--- src/rtl/jump_sequencer.sv ---
// Instruction pointer owner: fetches over req/ack, issues over valid/ready, runs jump/wait/stop commands.
// Optional relative jump (port code 9) is compiled in when JUMP_SEQ_REL_JUMP_EN is defined.
module jump_sequencer #(
  parameter int                    DATA_WIDTH = 8,
  parameter logic [DATA_WIDTH-1:0] DEVICE_ID  = 'h01,
  parameter logic [DATA_WIDTH-1:0] RESET_PC   = '0
) (
  input  logic                  clk,
  input  logic                  rst_n,
  input  logic                  i_wr_en,
  input  logic [DATA_WIDTH-1:0] i_device,
  input  logic [DATA_WIDTH-1:0] i_address,
  input  logic [DATA_WIDTH-1:0] i_data,
  input  logic                  i_cmp_larger,
  input  logic                  i_cmp_smaller,
  input  logic                  i_cmp_equal,
  output logic                  o_fetch_req,
  output logic [DATA_WIDTH-1:0] o_fetch_addr,
  input  logic                  i_fetch_ack,
  input  logic [DATA_WIDTH-1:0] i_fetch_data,
  output logic                  o_ir_valid,
  output logic [DATA_WIDTH-1:0] o_ir,
  output logic [DATA_WIDTH-1:0] o_ir_pointer,
  input  logic                  i_ir_ready,
  output logic                  o_halted
);

  localparam logic [DATA_WIDTH-1:0] P_LARGER  = 'd1;
  localparam logic [DATA_WIDTH-1:0] P_SMALLER = 'd2;
  localparam logic [DATA_WIDTH-1:0] P_EQUAL   = 'd3;
  localparam logic [DATA_WIDTH-1:0] P_UNEQUAL = 'd4;
  localparam logic [DATA_WIDTH-1:0] P_DIRECT  = 'd5;
  localparam logic [DATA_WIDTH-1:0] P_ADDR    = 'd6;
  localparam logic [DATA_WIDTH-1:0] P_WAIT    = 'd7;
  localparam logic [DATA_WIDTH-1:0] P_STOP    = 'd8;
`ifdef JUMP_SEQ_REL_JUMP_EN
  localparam logic [DATA_WIDTH-1:0] P_REL     = 'd9;
`endif

  typedef enum logic [2:0] {ST_RST, ST_FETCH, ST_ISSUE, ST_WAIT, ST_HALT} state_t;

  state_t                state_reg;
  logic [DATA_WIDTH-1:0] pc_reg;
  logic [DATA_WIDTH-1:0] target_reg;
  logic [DATA_WIDTH-1:0] wait_cnt_reg;
  logic                  redirect_reg;
  logic                  fetch_req_reg;
  logic [DATA_WIDTH-1:0] fetch_addr_reg;
  logic                  ir_valid_reg;
  logic [DATA_WIDTH-1:0] ir_reg;
  logic [DATA_WIDTH-1:0] ir_pointer_reg;
  logic                  halted_reg;

  logic                  cmd_ok;
  logic                  cmd_addr;
  logic                  cmd_wait;
  logic                  cmd_stop;
  logic                  jump_taken;
  logic [DATA_WIDTH-1:0] jump_dest;
  logic [DATA_WIDTH-1:0] pc_next;

  always_comb begin
    cmd_ok     = i_wr_en && (i_device == DEVICE_ID) &&
                 (state_reg == ST_FETCH || state_reg == ST_ISSUE || state_reg == ST_WAIT);
    cmd_addr   = cmd_ok && (i_address == P_ADDR);
    cmd_wait   = cmd_ok && (i_address == P_WAIT);
    cmd_stop   = cmd_ok && (i_address == P_STOP);
    jump_taken = 1'b0;
    jump_dest  = target_reg;
    if (cmd_ok) begin
      case (i_address)
        P_LARGER:  jump_taken = i_cmp_larger;
        P_SMALLER: jump_taken = i_cmp_smaller;
        P_EQUAL:   jump_taken = i_cmp_equal;
        P_UNEQUAL: jump_taken = !i_cmp_equal;
        P_DIRECT:  jump_taken = 1'b1;
`ifdef JUMP_SEQ_REL_JUMP_EN
        P_REL: begin
          jump_taken = 1'b1;
          jump_dest  = ir_pointer_reg + i_data;
        end
`endif
        default:   jump_taken = 1'b0;
      endcase
    end
    // Address the next fetch will use, including a jump landing this cycle.
    pc_next = jump_taken ? jump_dest : pc_reg;
  end

  always_ff @(posedge clk) begin
    if (!rst_n) begin
      state_reg      <= ST_RST;
      pc_reg         <= RESET_PC;
      target_reg     <= '0;
      wait_cnt_reg   <= '0;
      redirect_reg   <= 1'b0;
      fetch_req_reg  <= 1'b0;
      fetch_addr_reg <= '0;
      ir_valid_reg   <= 1'b0;
      ir_reg         <= '0;
      ir_pointer_reg <= '0;
      halted_reg     <= 1'b0;
    end else begin
      if (cmd_addr)
        target_reg <= i_data;
      if (jump_taken)
        pc_reg <= jump_dest;

      unique case (state_reg)
        ST_RST: begin
          state_reg      <= ST_FETCH;
          fetch_req_reg  <= 1'b1;
          fetch_addr_reg <= pc_reg;
        end

        ST_FETCH: begin
          if (cmd_wait)
            wait_cnt_reg <= i_data;
          if (cmd_stop) begin
            state_reg     <= ST_HALT;
            fetch_req_reg <= 1'b0;
            redirect_reg  <= 1'b0;
            halted_reg    <= 1'b1;
          end else if (i_fetch_ack) begin
            if (jump_taken || redirect_reg) begin
              // Word fetched from the stale address is dropped; re-request at the new pc.
              fetch_addr_reg <= pc_next;
              redirect_reg   <= 1'b0;
            end else begin
              ir_reg         <= i_fetch_data;
              ir_pointer_reg <= fetch_addr_reg;
              pc_reg         <= pc_reg + 1'b1;
              fetch_req_reg  <= 1'b0;
              ir_valid_reg   <= 1'b1;
              state_reg      <= ST_ISSUE;
            end
          end else if (jump_taken) begin
            redirect_reg <= 1'b1;
          end
        end

        ST_ISSUE: begin
          if (cmd_wait)
            wait_cnt_reg <= i_data;
          if (cmd_stop) begin
            state_reg    <= ST_HALT;
            ir_valid_reg <= 1'b0;
            halted_reg   <= 1'b1;
          end else if (i_ir_ready) begin
            ir_valid_reg <= 1'b0;
            if (cmd_wait && (i_data != '0)) begin
              state_reg <= ST_WAIT;
            end else begin
              state_reg      <= ST_FETCH;
              fetch_req_reg  <= 1'b1;
              fetch_addr_reg <= pc_next;
            end
          end
        end

        ST_WAIT: begin
          if (cmd_stop) begin
            state_reg  <= ST_HALT;
            halted_reg <= 1'b1;
          end else if (cmd_wait ? (i_data == '0) : (wait_cnt_reg <= 'd1)) begin
            // Leaving on the last idle cycle keeps exactly N idle cycles before the request.
            wait_cnt_reg   <= '0;
            state_reg      <= ST_FETCH;
            fetch_req_reg  <= 1'b1;
            fetch_addr_reg <= pc_next;
          end else begin
            wait_cnt_reg <= cmd_wait ? i_data : wait_cnt_reg - 1'b1;
          end
        end

        ST_HALT: begin
          state_reg <= ST_HALT;
        end

        default: state_reg <= ST_RST;
      endcase
    end
  end

  assign o_fetch_req  = fetch_req_reg;
  assign o_fetch_addr = fetch_addr_reg;
  assign o_ir_valid   = ir_valid_reg;
  assign o_ir         = ir_reg;
  assign o_ir_pointer = ir_pointer_reg;
  assign o_halted     = halted_reg;

endmodule

--- config.mk ---
export PLATFORM = sky130hd
export DESIGN_NAME = jump_sequencer
export DESIGN_NICKNAME = d
export VERILOG_FILES = /design/src/rtl/jump_sequencer.sv
export SDC_FILE = /design/constraint.sdc
export NUM_CORES = 1
export LEC_CHECK = 0
export CORE_AREA = 2 2 79 81
export DETAILED_ROUTE_END_ITERATION = 12
export DIE_AREA = 0 0 81 83
export PLACE_DENSITY = 0.77
export SLEW_MARGIN = 20
export SYNTH_ARGS = -nofsm -noshare
export SYNTH_HDL_FRONTEND = slang
export SYNTH_SLANG_ARGS = --single-unit
export TNS_END_PERCENT = 50
--- constraint.sdc ---
create_clock -name clk -period 3.3 [get_ports clk]
set_input_delay 0.66 -clock clk [delete_from_list [all_inputs] [get_ports clk]]
set_output_delay 0.66 -clock clk [all_outputs]
set_load 0.005 [all_outputs]
# After elaboration in Yosys (flattened, before gate mapping)
# Index checks and enable logic that the tools add are counted.
[op_classes]
n_addsub = 2
multipliers = 0
div_mod_pow = 0
order_cmp = 1
n_eq_ne = 28
shifts = 0
n_mux = 50
bitwise_logic = 2
reduce_logical = 27
[op_table]
columns = ["cell", "count"]
rows = [
  ["8-bit two-way mux", 17],
  ["8-bit by 3-bit equality test with 1-bit output (second input constant)", 4],
  ["8-bit one-hot mux with 4 select lines", 1],
  ["3-bit two-way mux", 7],
  ["1-bit two-way mux", 19],
  ["8-bit by 1-bit equality test with 1-bit output (second input constant)", 2],
  ["8-bit by 2-bit equality test with 1-bit output (second input constant)", 2],
  ["8-bit one-hot mux with 2 select lines", 1],
  ["3-bit one-hot mux with 5 select lines", 1],
  ["2-bit inequality test (second input constant)", 7],
  ["3-bit inequality test (second input constant)", 3],
  ["9-bit AND reduction", 1],
  ["8-bit by 1-bit adder with 8-bit output (second input constant)", 1],
  ["8-bit by 4-bit equality test with 1-bit output (second input constant)", 1],
  ["8-bit by 1-bit <= comparator with 1-bit output (second input constant)", 1],
  ["8-bit logical NOT", 1],
  ["4-bit AND reduction", 2],
  ["8-bit AND reduction", 1],
  ["8-bit nonzero test", 1],
  ["8-bit by 1-bit subtractor with 8-bit output (second input constant)", 1],
  ["3-bit by 2-bit equality test with 1-bit output (second input constant)", 2],
  ["1-bit logical AND", 6],
  ["2-bit by 1-bit inequality test with 1-bit output (second input constant)", 3],
  ["3-bit AND reduction", 2],
  ["other kinds (19)", 23],
]
[totals]
ff_bits = 55
latchBits = 0
ram_bits = 0
rom_bits = 0
inputBits = 40
wordCells = 121
mem_count = 0

# Longest topological paths before layout
# Gate-level depths: netlist (run 1).
[depth]
word_depth = 10
ltp_mapped = 8
depth_no_buf = 7

# Least setup slack after synthesis (run 1)
# Ideal clock, no wire load.
[synth_timing]
path_kind = "input -> register"
startpoint = "in i_device[5]"
endpoint = "reg fetch_addr_reg[1] (netlist: o_fetch_addr[1])"
arrival_time_ns = 2.383
t_required_ns = 3.204
slack_ns = 0.821
path_stages = 7
path_buffers = 1
cell_sequence = "nor4b_1 -> nand2_1 -> or4_1 -> o211a_1 -> buf_2 -> and3_1 -> a221oi_1"
[synth_via]
elab_chain_cells = 9
elab_cells_between_ends = 26
cone_classes = "eq/ne: 7; mux: 12; reduce/logical: 7"
[synth_rtl]
columns = ["element", "line", "text"]
rows = [
  ["start, declared", "11", "input logic [DATA_WIDTH-1:0] i_device,"],
  ["8-bit by 1-bit equality test with 1-bit output (*)", "63", "cmd_ok = i_wr_en && (i_device == DEVICE_ID) &&"],
  ["1-bit logical AND (*) (2 in series)", "63", ""],
  ["1-bit two-way mux", "70", "if (cmd_ok) begin"],
  ["8-bit two-way mux", "87", "pc_next = jump_taken ? jump_dest : pc_reg;"],
  ["8-bit two-way mux (on tied branches)", "151, 125", ""],
  ["8-bit two-way mux (on tied branches)", "149, 124", ""],
  ["8-bit two-way mux (on tied branches)", "145, 119", ""],
  ["8-bit one-hot mux with 4 select lines", "109", "unique case (state_reg)"],
  ["end signal, assigned", "113", "fetch_addr_reg <= pc_reg;"],
  ["end signal, assigned", "127", "fetch_addr_reg <= pc_next;"],
  ["end signal, assigned", "156", "fetch_addr_reg <= pc_next;"],
  ["end, declared", "48", "logic [DATA_WIDTH-1:0] fetch_addr_reg;"],
]
# Mark *: on every way between the ends. The rest lies on a longest branch, timed or not. The select of a mux whose other input is x is not followed.
# A chain may end at the register's enable or synchronous reset.

# Worst setup path in the final report (run 1)
[layout_timing]
startpoint = "in i_device[5]"
endpoint = "reg wait_cnt_reg[6]"
[layout_via]
elab_chain_cells = 8
elab_cells_between_ends = 13
cone_classes = "eq/ne: 3; mux: 5; reduce/logical: 5"
[layout_rtl]
columns = ["element", "line", "text"]
rows = [
  ["8-bit by 1-bit equality test with 1-bit output (*)", "63", ""],
  ["1-bit logical AND (*) (2 in series)", "63", ""],
  ["1-bit logical AND", "66", "cmd_wait = cmd_ok && (i_address == P_WAIT);"],
  ["8-bit two-way mux or 1-bit two-way mux (tied branches)", "172, 165", ""],
  ["8-bit two-way mux", "165", "end else if (cmd_wait ? (i_data == '0) : (wait_cnt_reg <= 'd1)) begin"],
  ["8-bit two-way mux", "162", "if (cmd_stop) begin"],
  ["8-bit one-hot mux with 2 select lines", "109", ""],
  ["end signal, assigned", "118", "wait_cnt_reg <= i_data;"],
  ["end signal, assigned", "144", "wait_cnt_reg <= i_data;"],
  ["end signal, assigned", "172", "wait_cnt_reg <= cmd_wait ? i_data : wait_cnt_reg - 1'b1;"],
  ["end, declared", "45", "logic [DATA_WIDTH-1:0] wait_cnt_reg;"],
]
# Marks and branches as above.

==> results of run 1 <==
==> power groups by stage <==
stage          Clock [mW]  Combinational (mW)  Sequential (mW)
2_1_floorplan           0               0.169            0.743
4_1_cts             0.477               0.308            0.734
3_3_place_gp            0               0.299            0.748
5_1_grt             0.503               0.338            0.740
3_5_place_dp            0               0.306            0.749
6_report            0.467               0.307            0.734
==> per-stage QoR <==
stage          worst slack, ns  hold WS [ns]
2_1_floorplan           0.8210        0.4345
3_3_place_gp            0.1230        0.4410
3_5_place_dp           0.07483        0.4463
4_1_cts                 0.3900        0.4603
5_1_grt                0.07866        0.4735
6_report                0.3282        0.4583
==> worst reg2reg max path, delay by kind of cell, from the launching register on <==
kind / cells / cell delay (ns)
and+or+nand+nor: 2 / 0.69
buffers and inverters: 1 / 0.16
DFF: 1 / 0.36
AOI/OAI and AO/OA: 3 / 1.23
==> layout by cell type, fill, tap and decap left out, drive strengths merged, types with 10 or more instances in the layout <==
cell	netlist	layout
mux2i	18	18
a211oi	14	14
a21oi	29	29
nor4	13	13
inv	13	14
nand2	50	50
clkdlybuf4s50	0	66
nor2	34	34
and3	10	10
dfxtp	55	55
buf	8	11
==> layout make-up <==
type                            instances  area (um2)
Fill cell                             526        2166
Multi-Input combinational cell        244        1529
Inverter                               13       48.80
Sequential cell                        55        1101
Tap cell                               75       93.84
Clock buffer                            6       82.58
Timing Repair Buffer                   77       755.7
Clock inverter                          2       38.79
==> routing by layer <==
layer  vias up  wire length [um]  track usage (%)  part of all wire (%)
met4         0               106            6.934                   1.6
li1       1309                 -                -                     -
met5         -                 0                0                     0
met3        11               357            3.587                   5.4
met1      1192              2894            26.37                    44
met2        73              3223            33.43                    49
==> worst paths after layout <==
| kind | end | startpoint |
|---|---|---|
| max | wait_cnt_reg[6]$_SDFFE_PN0P_ | i_device[5] |
| min | o_ir_pointer[4]$_SDFFE_PN0P_ | o_ir_pointer[4]$_SDFFE_PN0P_ |
| max reg2reg | wait_cnt_reg[6]$_SDFFE_PN0P_ | state_reg[2]$_SDFFE_PN0P_ |
| min reg2reg | o_ir_pointer[4]$_SDFFE_PN0P_ | o_ir_pointer[4]$_SDFFE_PN0P_ |
==> cells by family (layout without fill, tap and decap cells) <==
kind of cell,Yosys count,in the layout,synth area share [%]
and+or+nand+nor,142,142,26.33
muxes,19,19,6.923
adders and majority gates,3,3,1.358
xor gates and xnor gates,10,10,3.168
buffers and inverters,31,98,4.887
DFF,55,55,39.82
AOI/OAI and AO/OA,70,70,17.51
==> reports/metrics.cfg, run 1 <==
[min_path]
holdPathStages=2
hold_class=flip-flop to flip-flop

[route]
ant_nets=0
drc=0
wl_per_cell_um=13.94
wl_um=6582
dr.pass1.iters=4
viasPerCell=5.477
vias=2585
drt-initial-drc-count=148

[yosys]
synth_nets=373
yosys.area.top_type_share_pct=39.82
synth_area_um2=2765
syn_area_per_cell_um2=8.379
synth_edf_count=0
synth_area_leader_cell=dfxtp_1
synthCells=330
ys_seq_area_share_pct=39.82
synth_area_leaders=dfxtp_1 40%, nand2_1 6.8%, mux2i_1 6.5%
synthTopCellsByCount=55 x dfxtp_1, 50 x nand2_1, 34 x nor2_1
synth.most_common_cell=dfxtp_1
yosysWarnings=0
ys_seq_elements=55
synth_cell_types=51
async_flop_share_pct=0
ys.flop_type=dfxtp_1

[cells_and_area]
fin_cells=472
n_antenna_cell=0
postLayoutCellArea_um2=3650
area_delta_synth_final_pct=31.99
drive_gt1_share_pct=7.809
final_nets=439
final_util_pct=62.76

[timing]
finalCritPeriodShare_pct=90.06
finalCriticalPeriod_ns=2.972
drv_slew=0
fmax_mhz=336.5
setup_viol=0
rsz0062_at_grt=no
setup-tns-final_ns=0
clock_skew_ns=0.005100
hold_viol=0
tightest_slew_ns=1.072
maxSlewHeadroom_pct=28.54

[clock_tree]
root_buffer=clkbuf_8
cts-buffers-inserted=5
cts_tree=done
cts-resized-gates=0
clock_tree.buffer_depth=2
cts_setup_buffers=0
cts_hold_buf=0
cts_max_level=2
path_clk_slew_ns=0.10
insertion_delay_ns=0.31
clock_sinks=55

[floorplan]
core_area_um2=5816
pin_count=67
die-area_um2=6723
die_y_um=83
row_count=28
die_w_um=81
initial_utilization_pct=47.55

[worst_setup_path]
path_buf_inv=2
cp_top_family=compound AO/OA/AOI/OAI gates
cp.arrival_ns=3.19
cpPeakStageDelay_ns=0.83
r2r_cells=6
cp_max_fo=15
cpMaxStageDelayCell=a21oi_1
crit_type=primary input to flip-flop
cp_data_required_time_ns=3.52
critical_path.cell_chain=clkdlybuf4s50_1 -> nor4b_1 -> and3b_1 -> o2111ai_1 -> a21oi_1 -> inv_1 -> o32ai_1
path_depth=7
cp-start-kind=primary input
r2r_slack_ns=0.77
endpoint_kind=flip-flop

[pwr]
power_mw=1.509
seqPwrFrac_pct=48.7
p_sw_uw=392.0
p_leak_nw=1.360
power_density_nw_per_um2=413.4
switching_share_pct=25.98
comb_power_share_pct=20.4
clockPowerShare_pct=31.0
irDropWorstVdd_uv=203.5
intPower_mw=1.117

[global_route]
grt.overflow.total=0
grt_max_degree=42
grt_first_pass_wirelength_um=11190
grt_usage_pct=20.27
grt_antenna_before_repair=0
grt_pass1_vias=2462

[placement]
io_buffers=66
hpwlAfterDp_um=4952
post-place-cells=464
place_congestion=0.8043
postPlaceCellArea_um2=3528

[outcome]
outcome=finished clean

[flow_run]
maxCapViolations=0

No activity file was read; power rests on OpenSTA's default activity.
==> run 2, diff against run 1 <==
--- a/config.mk
+++ b/config.mk
@@ -5,9 +5,9 @@
 export SDC_FILE = /design/constraint.sdc
 export NUM_CORES = 1
 export LEC_CHECK = 0
-export CORE_AREA = 2 2 79 81
+export CORE_AREA = 3 3 80 82
 export DETAILED_ROUTE_END_ITERATION = 12
-export DIE_AREA = 0 0 81 83
+export DIE_AREA = 0 0 83 85
 export PLACE_DENSITY = 0.77
 export SLEW_MARGIN = 20
 export SYNTH_ARGS = -nofsm -noshare
==> run 2 against run 1 <==
Compared with the run above:
- critical path type unchanged
- register-to-register slack gained 0.14 ns
- largest power group unchanged
- power shrank 1.1%
- hold slack gained 0.0019 ns
- die area grew 4.9%
- largest cell class unchanged
==> reports/metrics.cfg, run 2 (synthesis gave the netlist of run 1 again) <==
[timing]
rsz0062_at_grt=no
clock_skew_ns=0.009508
maxSlewHeadroom_pct=57.95
finalCritPeriodShare_pct=85.45
setup-tns-final_ns=0
hold_viol=0
setup_viol=0
drv_slew=0
fmax_mhz=354.6
worst_hold_slack_ns=0.4603
tightest_slew_ns=0.6307
finalCriticalPeriod_ns=2.820

[route]
drc=0
vias=2533
wl_um=6651
viasPerCell=5.344
drt-initial-drc-count=117
ant_nets=0
dr.pass1.iters=4
wl_per_cell_um=14.03

[floorplan]
die_w_um=83
core_area_um2=5816
pin_count=67
die_y_um=85
row_count=28
initial_utilization_pct=47.55
die-area_um2=7055

[worst_setup_path]
r2r_slack_ns=0.91
cp_max_fo=10
cp_data_required_time_ns=3.52
r2r_cells=6
cp-start-kind=primary input
cpMaxStageDelayCell=or4_1
cp-endpoint=o_fetch_addr[7]$_SDFFE_PN0P_
crit_type=primary input to flip-flop
critical_path.cell_chain=clkdlybuf4s50_1 -> nor4b_1 -> nand2_1 -> or4_1 -> o211a_1 -> and3_1 -> a221oi_1
startpoint=i_device[5]
cp.arrival_ns=3.04
r2r-end=o_fetch_addr[7]$_SDFFE_PN0P_
cpPeakStageDelay_ns=0.57
r2r-start=state_reg[2]$_SDFFE_PN0P_
endpoint_kind=flip-flop

[clock_tree]
cts_setup_buffers=0
clock_sinks=55
cts_max_level=2
path_clk_slew_ns=0.10
root_buffer=clkbuf_8
insertion_delay_ns=0.31
cts_hold_buf=0
cts-buffers-inserted=5
clock_tree.buffer_depth=2
cts_tree=done
cts-resized-gates=0

[outcome]
outcome=finished clean

[global_route]
grt_antenna_before_repair=0
grt_util_met2_pct=34.62
grt.overflow.total=0
grt_pass1_vias=2468
grt_max_degree=31
grt_usage_pct=19.43
use_met3_pct=3.301
grt_first_pass_wirelength_um=11540
use_met1_pct=24.10
grt.busiest_layer=met2

[pwr]
clockPowerShare_pct=30.3
power_mw=1.492
comb_power_share_pct=20.5
intPower_mw=1.097
irDropWorstVdd_uv=205.4
p_leak_nw=1.359
switching_share_pct=26.48
p_sw_uw=395.0
seqPwrFrac_pct=49.2
power_density_nw_per_um2=409.1

[cells_and_area]
drive_gt1_share_pct=8.271
layout_common_cells=66 x clkdlybuf4s50_1, 55 x dfxtp_1, 50 x nand2_1
n_antenna_cell=0
final_nets=441
area_delta_synth_final_pct=31.86
final_common_cell=clkdlybuf4s50_1
fin_cells=474

[placement]
io_buffers=66
place_congestion=0.8717
post-place-cells=466
hpwlAfterDp_um=5100

[flow_run]
maxCapViolations=0

[min_path]
hold_class=flip-flop to flip-flop

[run 2: cell types whose count changed in the layout (fill, tap and decap cells not counted)]
cell / before / now
a21oi_1: 29 / 28
a21oi_2: 0 / 1
buf_12: 1 / 0
buf_4: 10 / 13
clkbuf_1: 0 / 1
clkbuf_8: 6 / 5
[run 2: critical path: cells and delay by family]
| family | cells | cell delay [ns] |
|---|---|---|
| and+or+nand+nor | 4 | 1.47 |
| AOI/OAI and AO/OA | 2 | 0.49 |
| buffers and inverters | 1 | 0.41 |
[run 2: routing by layer]
metal	part of all wire, %	wire [um]
met5	0	0
met3	4.1	271
met2	50	3330
met4	0.59	39
met1	45	3010
[run 2: layout make-up]
cell class / count / area [um2]
Clock buffer: 6 / 72.57
Clock inverter: 2 / 38.79
Fill cell: 518 / 2170
Inverter: 13 / 48.80
Multi-Input combinational cell: 244 / 1533
Sequential cell: 55 / 1101
Tap cell: 75 / 93.84
Timing Repair Buffer: 79 / 758.2
[run 2: power groups by stage]
stage	combinational (mW)	sequential, mW	clock, mW
global placement	0.299	0.747	0
CTS	0.307	0.734	0.463
finish	0.306	0.734	0.451
detailed placement	0.306	0.750	0
global route	0.338	0.741	0.487
floorplan	0.169	0.743	0
[run 2: stage by stage]
| stage | setup slack, ns | util, % | area, um2 |
|---|---|---|---|
| detailed placement | 0.05724 | 60.71 | 3531 |
| global route | 0.2817 | 62.69 | 3646 |
| global placement | 0.1455 | 60.71 | 3531 |
| finish | 0.4802 | 62.69 | 3646 |
| floorplan | 0.8210 | - | 2765 |
| CTS | 0.3973 | 62.63 | 3642 |
[run 2: worst min path at each step]
stage,from,end,slack [ns],cells after the start
2_1_floorplan,wait_cnt_reg[6]$_SDFFE_PN0P_,wait_cnt_reg[6]$_SDFFE_PN0P_,0.43,2
3_3_place_gp,o_ir[1]$_SDFFE_PN0P_,o_ir[1]$_SDFFE_PN0P_,0.44,2
3_5_place_dp,o_ir[0]$_SDFFE_PN0P_,o_ir[0]$_SDFFE_PN0P_,0.45,2
4_1_cts,o_ir[0]$_SDFFE_PN0P_,o_ir[0]$_SDFFE_PN0P_,0.46,2
5_1_grt,o_ir[6]$_SDFFE_PN0P_,o_ir[6]$_SDFFE_PN0P_,0.48,2
6_report,o_ir[6]$_SDFFE_PN0P_,o_ir[6]$_SDFFE_PN0P_,0.46,2
